**src/rtl/elastic_pipe_reg.sv**
```systemverilog
// Elastic pipeline register: a DEPTH-entry circular FIFO between core stages
// with valid/ready on both sides, flush-to-NOP and an almost-full hint.
module elastic_pipe_reg #(
    parameter int               WIDTH     = 32,
    parameter int               DEPTH     = 2,
    parameter logic [WIDTH-1:0] NOP       = '0,
    parameter int               AF_LEVEL  = DEPTH - 1,
    parameter bit               PASS_FULL = 1'b0,
    localparam int              CW        = $clog2(DEPTH + 1)
) (
    input  logic             clk,
    input  logic             reset,
    input  logic             flush,
    input  logic             in_valid,
    output logic             in_ready,
    input  logic [WIDTH-1:0] in_data,
    output logic             out_valid,
    input  logic             out_ready,
    output logic [WIDTH-1:0] out_data,
    output logic [CW-1:0]    count,
    output logic             almost_full
);

    localparam int PW = (DEPTH > 1) ? $clog2(DEPTH) : 1;

    // Handshake: a beat transfers on a side only in a cycle where both its
    // valid and ready are high at the rising edge; ready never waits on valid.
    logic [WIDTH-1:0] mem_q [DEPTH];
    logic [PW-1:0]    rd_ptr_q, rd_ptr_d;
    logic [PW-1:0]    wr_ptr_q, wr_ptr_d;
    logic [CW-1:0]    count_q, count_d;
    logic             push, pop;

    assign in_ready    = (count_q < CW'(DEPTH)) || (PASS_FULL && out_ready);
    assign out_valid   = (count_q != '0);
    assign out_data    = out_valid ? mem_q[rd_ptr_q] : NOP;
    assign count       = count_q;
    assign almost_full = (int'(count_q) >= AF_LEVEL);

    assign push = in_valid && in_ready;
    assign pop  = out_valid && out_ready;

    function automatic logic [PW-1:0] ptr_inc(input logic [PW-1:0] p);
        return (p == PW'(DEPTH - 1)) ? '0 : p + PW'(1);
    endfunction

    always_comb begin
        count_d  = count_q;
        rd_ptr_d = rd_ptr_q;
        wr_ptr_d = wr_ptr_q;
        if (flush) begin
            // A pop completing this cycle is still seen downstream; nothing survives.
            count_d  = '0;
            rd_ptr_d = '0;
            wr_ptr_d = '0;
        end else begin
            count_d = count_q + CW'(push) - CW'(pop);
            if (push) wr_ptr_d = ptr_inc(wr_ptr_q);
            if (pop)  rd_ptr_d = ptr_inc(rd_ptr_q);
        end
    end

    always_ff @(posedge clk) begin
        if (reset) begin
            count_q  <= '0;
            rd_ptr_q <= '0;
            wr_ptr_q <= '0;
        end else begin
            count_q  <= count_d;
            rd_ptr_q <= rd_ptr_d;
            wr_ptr_q <= wr_ptr_d;
        end
    end

    always_ff @(posedge clk) begin
        if (push && !flush && !reset) mem_q[wr_ptr_q] <= in_data;
    end

    // Upstream must hold its payload while stalled (unless it flushes it away).
    a_in_data_stable : assert property (
        @(posedge clk) disable iff (reset)
        (in_valid && !in_ready && !flush) |=> (!in_valid || $stable(in_data))
    );

endmodule

```
**config.mk**
```make
export PLATFORM = sky130hd
export DESIGN_NAME = elastic_pipe_reg
export DESIGN_NICKNAME = d
export VERILOG_FILES = /design/src/rtl/elastic_pipe_reg.sv
export SDC_FILE = /design/constraint.sdc
export NUM_CORES = 1
export LEC_CHECK = 0
export ABC_CLOCK_PERIOD_IN_PS = 2500
export BUFFER_PORTS_ARGS = -buffer_cell sky130_fd_sc_hd__clkbuf_2
export CORE_UTILIZATION = 46
export DETAILED_ROUTE_END_ITERATION = 6
export PLACE_DENSITY = 0.74
export SLEW_MARGIN = 10
export SYNTH_ARGS = -nofsm -noshare
export SYNTH_HDL_FRONTEND = slang
export SYNTH_SLANG_ARGS = --single-unit
```
**constraint.sdc**
```tcl
create_clock -name clk -period 2.5 [get_ports clk]
set_input_delay 0.5 -clock clk [delete_from_list [all_inputs] [get_ports clk]]
set_output_delay 0.5 -clock clk [all_outputs]
set_load 0.05 [all_outputs]
```
==> impl_metrics.env <==
export IMPL_ant_nets=0
export IMPL_diodes=0
export IMPL_htree_levels=3
export IMPL_critical_path_max_fanout=14
export IMPL_finish_utilization_pct=59.4
export IMPL_cts_hold_buf=0
export IMPL_io_buffers=73
export IMPL_max_cap_violations=0
export IMPL_clk_path_buf_depth=2
export IMPL_tightestPinTransition_ps=445
export IMPL_drcViolationCount=0
export IMPL_syn_nets=204
export IMPL_die_y_um=78.2
export IMPL_cts_tree="done"
export IMPL_die_w_um=78.2
export IMPL_crit_slowest_cell="dfxtp_2"
export IMPL_clock_latency_ps=330
export IMPL_antenna_found_initial=0
export IMPL_totalPowerFinal_mw=2.26
export IMPL_coreArea_um2=5540
export IMPL_crit_path_cell_trace="buf_4 -> mux2i_1 -> nor2_1 -> clkbuf_2"
export IMPL_clock_sinks=69
export IMPL_grt_start_max_net_pins=35
export IMPL_irDropWorstVdd_uv=402
export IMPL_final_cells=324
export IMPL_setup_violations_final=0
export IMPL_power_leakage_nw=1.24
export IMPL_drt_iter0_markers=110
export IMPL_finalHoldViolCount=0
export IMPL_ys_seq_area_share_pct=75.8
export IMPL_cts_buffers=9
export IMPL_synth_area_um2=2670
export IMPL_fin_crit_sh_pct=87.8
export IMPL_routedWlPerCell_um=14.0
export IMPL_place_detailed_hpwl_um=2860
export IMPL_nets=286
export IMPL_drtPass1Iterations=4
export IMPL_syn_inst=166
export IMPL_viasPerCell=4.81
export IMPL_max_freq_ghz=0.456
export IMPL_grt_usage_pct=16.3
export IMPL_avgSynthCellArea_um2=16.1
export IMPL_std_cell_rows=27
export IMPL_rsz0062_at_grt="no"
export IMPL_crit_required_ps=2000
export IMPL_grt_pass1_vias=1600
export IMPL_dpl_cell_count=309
export IMPL_period_needed_ps=2200
export IMPL_start_util_pct=48.2
export IMPL_grt_pass1_wl_um=7230
export IMPL_finalInstanceArea_um2=3290
export IMPL_cts_root_buf="clkbuf_8"
export IMPL_layout_drive_gt1_share_pct=37.3
export IMPL_grt_ovfl_total=0
export IMPL_critPathMaxStageDelay_ps=600
export IMPL_wl_um=4520
export IMPL_area_growth_synth_to_final_pct=23.3
export IMPL_hp_class="primary input to register"
export IMPL_dpl_cell_area_um2=3140
export IMPL_vias=1559
export IMPL_gp_congestion=0.673
export IMPL_cts_resized=0
export IMPL_yosys_register_bits=69
export IMPL_hold_depth=1
export IMPL_ys_types=22
export IMPL_slew_headroom_pct=70.3
export IMPL_critPathArrivalTime_ps=1700
export IMPL_cellPowerDensity_nw_per_um2=686
export IMPL_num_io_pins=74
export IMPL_slew_viol_final=0
export IMPL_status="finished clean"
export IMPL_clk_pin_slew_worst_paths_ps=70
export IMPL_dieArea_um2=6110
export IMPL_r2r_cells=5
export IMPL_cts_setup_buffers=0
export IMPL_yosysWarnings=0
export IMPL_critical_path_class="register to output port"
export IMPL_end_kind="output port"
export IMPL_cp_start_kind="register"
export IMPL_fin_setup_tns_ps=0
export IMPL_fin_skew_ps=5.82
synth_stat cells:
cell type	number	area share [%]
inv_1	4	0.56
nor3_1	3	0.56
edfxtp_1	64	72
ha_1	1	0.47
xor2_1	1	0.33
dfxtp_1	5	3.8
a22o_1	1	0.33
and4bb_1	1	0.47
buf_4	3	0.84
nor3_2	1	0.38
nand2_1	2	0.28
and3b_1	1	0.33
o21ai_0	3	0.56
and3_1	1	0.23
and2b_2	1	0.33
xnor2_1	1	0.33
mux2i_1	32	12
nor2_1	34	4.8
nor2_2	1	0.23
nor2b_1	1	0.23
and2_1	1	0.23
buf_2	4	0.75
path summary, 6_finish.rpt:
path,from,end,slack [ps]
setup / recovery,register,out_data[29],300
setup reg to reg,count[1],count[1],910
hold reg to reg,rd_ptr_q,rd_ptr_q,570
hold / removal,in_data[18],mem_q[0][18],350
where the power goes:
part | internal (mW) | switching [mW]
Sequential | 1.29 | 0.0107
Combinational | 0.0675 | 0.174
Clock | 0.349 | 0.368
Total | 1.70 | 0.552
cell families after synthesis:
| group | after synthesis | share of synthesized area [%] |
|---|---|---|
| adder cells (fa/ha/maj) | 1 | 0.469 |
| AO/OA/AOI/OAI | 4 | 0.891 |
| flip-flops | 69 | 75.8 |
| AND/OR/NAND/NOR | 47 | 8.06 |
| multiplexers | 32 | 12.0 |
| buffers and inverters | 11 | 2.16 |
| XOR/XNOR | 2 | 0.656 |
flip-flops by register name (all words and copies together), names as in the netlist, named ones only:
register,cells
wr_ptr_q,1
rd_ptr_q,1
mem_q,64
count,2
metal layers:
layer / part of all wire [%] / wire, um / up-vias / track usage (%)
met1: 39 / 1780 / 743 / 18.1
met5: 0 / 0 / - / 0
li1: - / - / 770 / -
met3: 4.7 / 212 / 6 / 5.35
met4: 1.3 / 59 / 0 / 7.78
met2: 55 / 2470 / 40 / 28.2
cell usage in the layout, fill, tap and decap left out:
master and instances:
nand2_1 2, ha_1 1, and3_1 1, clkinv_2 2
clkbuf_2 73, clkinv_1 1, and3b_1 1, clkbuf_8 9
buf_4 4, mux2i_1 32, and4bb_1 1, nor2_4 1
nor2_1 33, clkbuf_1 3, xnor2_1 1, nor2_2 1
inv_1 4, a22o_1 1, nor3_2 1, and2b_2 1
nor2b_1 1, dfxtp_2 1, o21ai_0 3, dfxtp_1 4
and2_1 1, xor2_1 1, nor3_1 3, buf_12 1
edfxtp_1 64
worst max-delay path: cells and delay by family (launching register included):
kind	cells	cell delay, ps
multiplexers	1	210
buffers and inverters	2	490
AND/OR/NAND/NOR	1	60
flip-flops	1	600
area by class of cell:
cell class / instances / area [um2]
flip-flops and latches: 69 / 2020
fillers: 473 / 2250
multi-input cells: 86 / 597
well taps: 72 / 90.1
clock inverters: 3 / 13.8
clock buffers: 12 / 135
repair buffers: 78 / 415
inverters: 4 / 15.0
through the flow:
step | hold WS, ps | worst slack, ps
after floorplan | 520 | 307
after global placement | 534 | 654
after detailed placement | 565 | 631
after CTS | 339 | 262
after global routing | 341 | 178
final | 354 | 305
Note: power is estimated with default switching activity, not from simulation.
